File: config.mk
export PLATFORM = sky130hd
export DESIGN_NAME = knight_scan_flat
export DESIGN_NICKNAME = d
export VERILOG_FILES = /design/src/rtl/knight_pkg.sv /design/src/rtl/knight_scan_if.sv /design/src/rtl/knight_prescaler.sv /design/src/rtl/knight_scan.sv /design/src/flat_wrapper.sv
export SDC_FILE = /design/constraint.sdc
export NUM_CORES = 1
export LEC_CHECK = 0
export CAP_MARGIN = 20
export CORE_MARGIN = 1
export CORE_UTILIZATION = 46
export CTS_CLUSTER_SIZE = 30
export DETAILED_ROUTE_END_ITERATION = 10
export PLACE_DENSITY = 0.75
export SLEW_MARGIN = 5
export SYNTH_ARGS = -nofsm -noshare
export SYNTH_HDL_FRONTEND = slang
export SYNTH_HIERARCHICAL = 1
export SYNTH_SLANG_ARGS = --single-unit
File: constraint.sdc
create_clock -name ck -period 2 [get_ports ck]
set_input_delay 0.4 -clock ck [delete_from_list [all_inputs] [get_ports ck]]
set_output_delay 0.4 -clock ck [all_outputs]
set_load 0.05 [all_outputs]
File: src/rtl/knight_pkg.sv
// knight_pkg: mode/direction encodings, reset constants and width helper for the knight scanner family
package knight_pkg;
    typedef enum logic {MODE_BOUNCE = 1'b0, MODE_WRAP = 1'b1} mode_t;
    typedef enum logic {DIR_DOWN = 1'b0, DIR_UP = 1'b1} dir_t;
    localparam dir_t RST_DIR = DIR_UP;
    localparam int   RST_POS = 0;
    // never returns 0 so single-value counters still get a 1-bit register
    function automatic int clog2(input int n);
        return (n <= 2) ? 1 : $clog2(n);
    endfunction
endpackage

File: src/rtl/knight_scan_if.sv
// knight_scan_if: control inputs and LED/status outputs of the knight scanner
interface knight_scan_if #(parameter int WIDTH = 8) ();
    localparam int PW = knight_pkg::clog2(WIDTH);
    logic             en;
    logic             mode;
    logic [WIDTH-1:0] out;
    logic             up;
    logic [PW-1:0]    pos;
    logic             step;
    modport master (output en, mode, input out, up, pos, step);
    modport slave  (input en, mode, output out, up, pos, step);
endinterface

File: src/rtl/knight_prescaler.sv
// knight_prescaler: enable-gated modulo-DIV counter producing a one-cycle tick every DIV enabled cycles
module knight_prescaler
    import knight_pkg::*;
#(
    parameter int DIV = 1
) (
    input  logic ck,
    input  logic res,
    input  logic en,
    output logic tick
);
    localparam int CW = clog2(DIV);
    localparam logic [CW-1:0] LAST = CW'(DIV - 1);
    logic [CW-1:0] cnt_q, cnt_d;
    assign tick = en && (cnt_q == LAST);
    always_comb cnt_d = !en ? cnt_q : tick ? '0 : cnt_q + CW'(1);
    always_ff @(posedge ck or negedge res) begin
        if (!res) cnt_q <= '0;
        else      cnt_q <= cnt_d;
    end
endmodule

File: src/rtl/knight_scan.sv
// knight_scan: Knight Rider head scanner with bounce/wrap modes and prescaled stepping.
// Define KNIGHT_TRAIL_EN to light the TRAIL previous head positions behind the head.
module knight_scan
    import knight_pkg::*;
#(
    parameter int WIDTH = 8,
    parameter int DIV   = 1,
    parameter int TRAIL = 2
) (
    input  logic         ck,
    input  logic         res,
    knight_scan_if.slave bus
);
    localparam int PW = clog2(WIDTH);
    localparam logic [PW-1:0] LAST = PW'(WIDTH - 1);
    if (WIDTH < 2 || DIV < 1 || TRAIL < 1 || TRAIL > WIDTH - 1) begin : g_bad_param
        $error("knight_scan: illegal parameters");
    end
    logic             tick, at_end;
    logic [PW-1:0]    pos_q, pos_d;
    dir_t             dir_q, dir_d;
    logic [WIDTH-1:0] out_q, out_d, trail;
    logic             step_q;
    knight_prescaler #(.DIV(DIV)) u_pre (
        .ck   (ck),
        .res  (res),
        .en   (bus.en),
        .tick (tick)
    );
    // non-end positions always step; at an end, wrap jumps across and bounce reverses
    always_comb begin
        pos_d  = pos_q;
        dir_d  = dir_q;
        at_end = (dir_q == DIR_UP) ? (pos_q == LAST) : (pos_q == '0);
        if (tick && !at_end)
            pos_d = (dir_q == DIR_UP) ? pos_q + PW'(1) : pos_q - PW'(1);
        else if (tick && mode_t'(bus.mode) == MODE_WRAP)
            pos_d = (dir_q == DIR_UP) ? '0 : LAST;
        else if (tick) begin
            dir_d = (dir_q == DIR_UP) ? DIR_DOWN : DIR_UP;
            pos_d = (dir_q == DIR_UP) ? LAST - PW'(1) : PW'(1);
        end
    end
`ifdef KNIGHT_TRAIL_EN
    logic [PW-1:0]    hist_q [TRAIL];
    logic [PW-1:0]    hist_d [TRAIL];
    logic [TRAIL-1:0] hv_q, hv_d;
    // valid flags keep cleared history slots from lighting bit 0
    always_comb begin
        hist_d = hist_q;
        hv_d   = hv_q;
        trail  = '0;
        if (tick) begin
            hist_d[0] = pos_q;
            for (int i = 1; i < TRAIL; i++) hist_d[i] = hist_q[i-1];
            hv_d = (hv_q << 1) | TRAIL'(1);
        end
        for (int i = 0; i < TRAIL; i++)
            if (hv_d[i]) trail = trail | (WIDTH'(1) << hist_d[i]);
    end
    always_ff @(posedge ck or negedge res) begin
        if (!res) begin
            hv_q <= '0;
            for (int i = 0; i < TRAIL; i++) hist_q[i] <= '0;
        end else begin
            hv_q   <= hv_d;
            hist_q <= hist_d;
        end
    end
`else
    assign trail = '0;
`endif
    assign out_d = (WIDTH'(1) << pos_d) | trail;
    always_ff @(posedge ck or negedge res) begin
        if (!res) begin
            pos_q  <= PW'(RST_POS);
            dir_q  <= RST_DIR;
            out_q  <= WIDTH'(1) << RST_POS;
            step_q <= 1'b0;
        end else begin
            pos_q  <= pos_d;
            dir_q  <= dir_d;
            out_q  <= out_d;
            step_q <= tick;
        end
    end
    assign bus.pos  = pos_q;
    assign bus.up   = (dir_q == DIR_UP);
    assign bus.out  = out_q;
    assign bus.step = step_q;
endmodule

File: src/flat_wrapper.sv
// flat-port wrapper written by rule: the top's interface ports become plain ports
module knight_scan_flat import knight_pkg::*;
#(
    parameter int WIDTH = 8,
    parameter int DIV   = 1,
    parameter int TRAIL = 2
)
  (ck, res, bus_en, bus_mode, bus_out, bus_up, bus_pos, bus_step);
  knight_scan_if #(.WIDTH(WIDTH)) bus_i ();
  input  logic ck;
  input  logic res;
  input wire logic [$bits(bus_i.en)-1:0] bus_en;
  input wire logic [$bits(bus_i.mode)-1:0] bus_mode;
  output wire logic [$bits(bus_i.out)-1:0] bus_out;
  output wire logic [$bits(bus_i.up)-1:0] bus_up;
  output wire logic [$bits(bus_i.pos)-1:0] bus_pos;
  output wire logic [$bits(bus_i.step)-1:0] bus_step;
  assign bus_i.en = bus_en;
  assign bus_i.mode = bus_mode;
  assign bus_out = bus_i.out;
  assign bus_up = bus_i.up;
  assign bus_pos = bus_i.pos;
  assign bus_step = bus_i.step;
  knight_scan #(.WIDTH(WIDTH), .DIV(DIV), .TRAIL(TRAIL)) u_core (.ck(ck), .res(res), .bus(bus_i));
endmodule
; After elaboration in Yosys (flattened, before gate mapping)
; Cells that the tools add are included.
[totals]
regBits = 14
in_bits = 4
out_inout_bits = 13
word_cells = 28
[classes]
add_sub_neg = 3
n_eq_ne = 1
shift = 1
muxes = 9
bitwise_logic = 3
n_reduce_logical = 6
[ops]
columns = op, n
row1 = 3-bit two-way mux, 6
row2 = "1-bit by 3-bit left shift with 8-bit output, first input constant", 1
row3 = "3-bit by 1-bit adder with 3-bit output, second input constant", 1
row4 = "3-bit == test, second input constant", 1
row5 = 1-bit logical AND, 3
row6 = 3-bit logical NOT, 1
row7 = 1-bit two-way mux, 3
row8 = 1-bit inverter, 3
row9 = 3-bit AND reduction, 1
row10 = "3-bit by 1-bit subtractor with 3-bit output, second input constant", 1
row11 = "1-bit adder, second input constant", 1
row12 = 1-bit logical NOT, 1

; Depth between registers and ports, before layout
[depth]
word_depth = 6
mapped_depth = 6
depth_no_buf = 6

; By module
; Netlist, hierarchy kept.
[modules_own_cells]
columns = mod, instances, cells_each, area_per_inst_um2, seq_area_each_um2
row1 = knight_scan, 1, 60, 653.1, 327.8
row2 = knight_prescaler, 1, 3, 40.0, 25.0

; Worst setup path before layout
; OpenSTA, ideal clock, no wires.
[synth_path]
path_type = register to register
start = reg u_core.pos_q[1], in the netlist u_core/bus.pos[1]
end = reg u_core.out_q[5], in the netlist u_core/bus.out[5]
setup_ns = 0.083
t_arrival_ns = 2.086
required_ns = 1.917
path_slack_ns = -0.168
stages_incl_launch_ff = 6
n_path_buf = 0
period_less_slack_ns = 2.168
cell_sequence = dfrtp_1 inv_1 fa_1 xnor2_1 or4b_1 a31oi_1
[synth_via]
elab_chain_cells = 6
elab_cells_between_ends = 12
cone_classes = add/sub (2) / eq/ne (1) / shift (1) / mux (5) / reduce/logical (3)
[synth_rtl]
columns = item, line_no
row1 = from (decl), knight_scan.sv:20  ; logic [PW-1:0] pos_q, pos_d;
row2 = from (signal assigned), knight_scan.sv:76  ; pos_q <= PW'(RST_POS);
row3 = from (signal assigned), knight_scan.sv:81  ; pos_q <= pos_d;
row4 = "parallel branches: the longest is 4 deep, another holds 3-bit by 1-bit subtractor with 3-bit output", n/a
row5 = 3-bit two-way mux *, knight_scan.sv:35  ; if (tick && !at_end)
row6 = 1-bit by 3-bit left shift with 8-bit output *, knight_scan.sv:73  ; assign out_d = (WIDTH'(1) << pos_d) | trail;
row7 = net u_core.out_d[5], knight_scan.sv:22  ; logic [WIDTH-1:0] out_q, out_d, trail;
row8 = to (signal assigned), knight_scan.sv:78  ; out_q <= WIDTH'(1) << RST_POS;
row9 = to (signal assigned), knight_scan.sv:83  ; out_q <= out_d;
row10 = to (decl), knight_scan.sv:22
; Mark *: on every way through the listed nets, which the timed path passes.
; A chain may end at the register's enable or synchronous reset.

; Final worst setup path
[layout_path]
start = reg u_core.pos_q[0], in the netlist u_core/bus.pos[0]
end = reg u_core.out_q[4], in the netlist u_core/bus.out[4]
; The elaborated chain is that of the path after synthesis.

==> flow_summary.json <==
{
  "post_cts_buffers": 0,
  "r2r_cells": 5,
  "grt_pass1_wl_mm": 2.00,
  "yosys_warnings": 6,
  "maxSlewViolCount": 0,
  "routedLengthMet1_microns": 622,
  "r2r_slack_ps": 70,
  "cts_tree": "built",
  "antenna_found_initial": 0,
  "clock_latency_ps": 270,
  "top_layer": "met4",
  "synth-xor-area-share": 0.0830,
  "end_kind": "flip-flop",
  "dpl.cell_count": 96,
  "post-dp-hpwl_microns": 926,
  "layout.cells.non_filler": 102,
  "drive_gt1_frac": 0.264,
  "first_pass_iters": 4,
  "r2r-start": "u_core/bus.pos[0]",
  "r2r_end": "u_core/bus.out[4]",
  "outcome": "finished, final reports clean",
  "wl_mm": 1.35,
  "synth_top_family_by_area": "simple AND/OR/NAND/NOR gates",
  "cp-start-kind": "flip-flop",
  "root_buffer": "clkbuf_4",
  "wl_met3_microns": 62,
  "cts_made_buffers": 3,
  "hp-class": "in2async",
  "hold_buffers": 0,
  "design.portCount": 17,
  "critPathCapture": "u_core/bus.out[4]",
  "relSlewSlack": 0.591,
  "path_clk_slew_ps": 80,
  "core_area_sq_um": 1350,
  "drt_iter0_markers": 10,
  "ys_types": 31,
  "routabilityCongestion": 0.838,
  "grt_util_all_layers": 0.191,
  "port_buffers": 16,
  "fin_setup_tns_ps": 0,
  "cts.repair.resized": 0,
  "clk_path_buf_depth": 2,
  "area_delta_synth_final_pct": 34.1,
  "synth-compound-area-share": 0.0884,
  "arrival_ps": 2130,
  "syn_inst": 63,
  "grt_max_degree": 15,
  "die_x_microns": 40.8,
  "synth_seq_cells": 14,
  "yosysSeqAreaShare": 0.509,
  "initial_utilization": 0.513,
  "final-setup-viol-count": 0,
  "wl_per_cell_microns": 13.2,
  "period_minus_slack_ps": 1930,
  "syn_area_sq_um": 693,
  "clock_sinks": 14,
  "met2WireLength_microns": 650,
  "drcViolationCount": 0,
  "fp.dieH_microns": 40.8,
  "grt_pass1_vias": 487,
  "fmax_mhz": 518,
  "num-fill-cells": 114,
  "tightest_slew_ps": 612,
  "core.rowCount": 13,
  "nets": 94,
  "final_hold_viol_count": 0,
  "critical_path_class": "reg2reg",
  "critPathLaunch": "u_core/bus.pos[0]",
  "synth_nets": 68,
  "worstPathRequired_ps": 2190,
  "fp.dieArea_sq_um": 1670,
  "crit_fanout": 5,
  "skew_ps": 5.40,
  "period_share": 0.966,
  "vias": 556,
  "antenna_left": 0,
  "syn_area_per_cell_sq_um": 11.0,
  "synth_fa_ha_area_frac": 0.0289,
  "vias_per_cell": 5.45,
  "synthMuxAreaShare": 0.0307,
  "drv_cap": 0,
  "overflow": 0,
  "htree_levels": 1,
  "antenna_cells": 0,
  "synth-simple-area-share": 0.215
}
==> layer usage <==
metal | vias to the layer above | GRT usage
met5 | - | 0
met3 | 2 | 0.0489
met1 | 270 | 0.242
li1 | 266 | -
met4 | 0 | 0.100
met2 | 18 | 0.297
==> critical path: stages, from the launching register on <==
cell and delay [ps]:
dfrtp_2 420, inv_1 70, fa_1 440, xnor2_1 200, or4b_1 540, a31oi_1 180
==> state kept, by name, summed over array words and instances (netlist names) <==
| name | cells |
|---|---|
| u_core/bus.pos | 3 |
| u_core/bus.up | 1 |
| u_core/bus.step | 1 |
| u_core/bus.out | 8 |
| u_core/u_pre/cnt_q | 1 |
==> final cells by class <==
class / count / area [sq um] / area share
Multi-Input combinational cell: 43 / 309 / 0.332
Tap cell: 15 / 18.8 / 0.0202
Inverter: 3 / 11.3 / 0.0121
Sequential cell: 14 / 355 / 0.382
Timing Repair Buffer: 24 / 213 / 0.229
Clock buffer: 3 / 22.5 / 0.0242
==> worst min-delay path by stage <==
stage,start,slack (ps),end
CTS,u_core/u_pre/cnt_q,520,u_core/u_pre/cnt_q
global placement,u_core/u_pre/cnt_q,500,u_core/u_pre/cnt_q
detailed placement,u_core/u_pre/cnt_q,500,u_core/u_pre/cnt_q
finish,res,510,u_core/bus.pos[2]
global route,res,550,u_core/bus.pos[2]
floorplan,res,100,u_core/bus.out[1]
==> logic make-up after synthesis <==
group | after synthesis
XOR/XNOR | 5
AND/OR/NAND/NOR | 25
multiplexers | 2
adder cells (fa/ha/maj) | 1
buffers and inverters | 6
flip-flops | 14
AO/OA/AOI/OAI | 10
==> per-stage QoR <==
stage / hold slack [ps] / area (sq um) / setup WS [ps] / utilization
2_1_floorplan: 104 / 696 / 2.67 / -
3_3_place_gp: 499 / 885 / 54.9 / 0.655
3_5_place_dp: 495 / 885 / 3.65 / 0.655
4_1_cts: 516 / 907 / 69.4 / 0.672
5_1_grt: 548 / 930 / -4.96 / 0.689
6_report: 508 / 930 / 68.8 / 0.689
==> synth_stat cells <==
library cell,number,area share
dfrtp_1,12,0.43
nor2_1,9,0.049
a21oi_1,5,0.036
inv_1,3,0.016
nand2_1,3,0.016
xnor2_1,3,0.038
a31oi_1,2,0.018
dfstp_2,2,0.076
nand4_1,2,0.018
a221oi_1,1,0.013
and2_1,1,0.0090
and2b_2,1,0.013
and3b_1,1,0.013
buf_2,1,0.0072
buf_6,1,0.016
clkbuf_1,1,0.0054
fa_1,1,0.029
mux2_2,1,0.016
mux2i_1,1,0.014
nand2b_1,1,0.0090
nand3_1,1,0.0072
nand3_4,1,0.025
nor2b_1,1,0.0090
nor3_1,1,0.0072
o21ai_0,1,0.0072
o32a_1,1,0.014
or2_2,1,0.0090
or4_4,1,0.016
or4b_1,1,0.014
xnor3_1,1,0.032
xor2_1,1,0.013
==> layout by cell type, fill, tap and decap left out, types with 2 or more instances in the layout <==
cell             Yosys  routed
dfrtp_2              0       2
xnor2_1              3       3
inv_1                3       3
a21oi_1              5       5
dfrtp_1             12      10
a31oi_1              2       2
buf_4                0      11
nand2_1              3       3
clkbuf_4             0       3
dfstp_2              2       2
nand4_1              2       2
clkdlybuf4s50_1      0      13
nor2_1               9       9
Power is left out: the tool's default activity adds up to more than one toggle a clock period on the data nets, which glitch-free logic cannot reach.
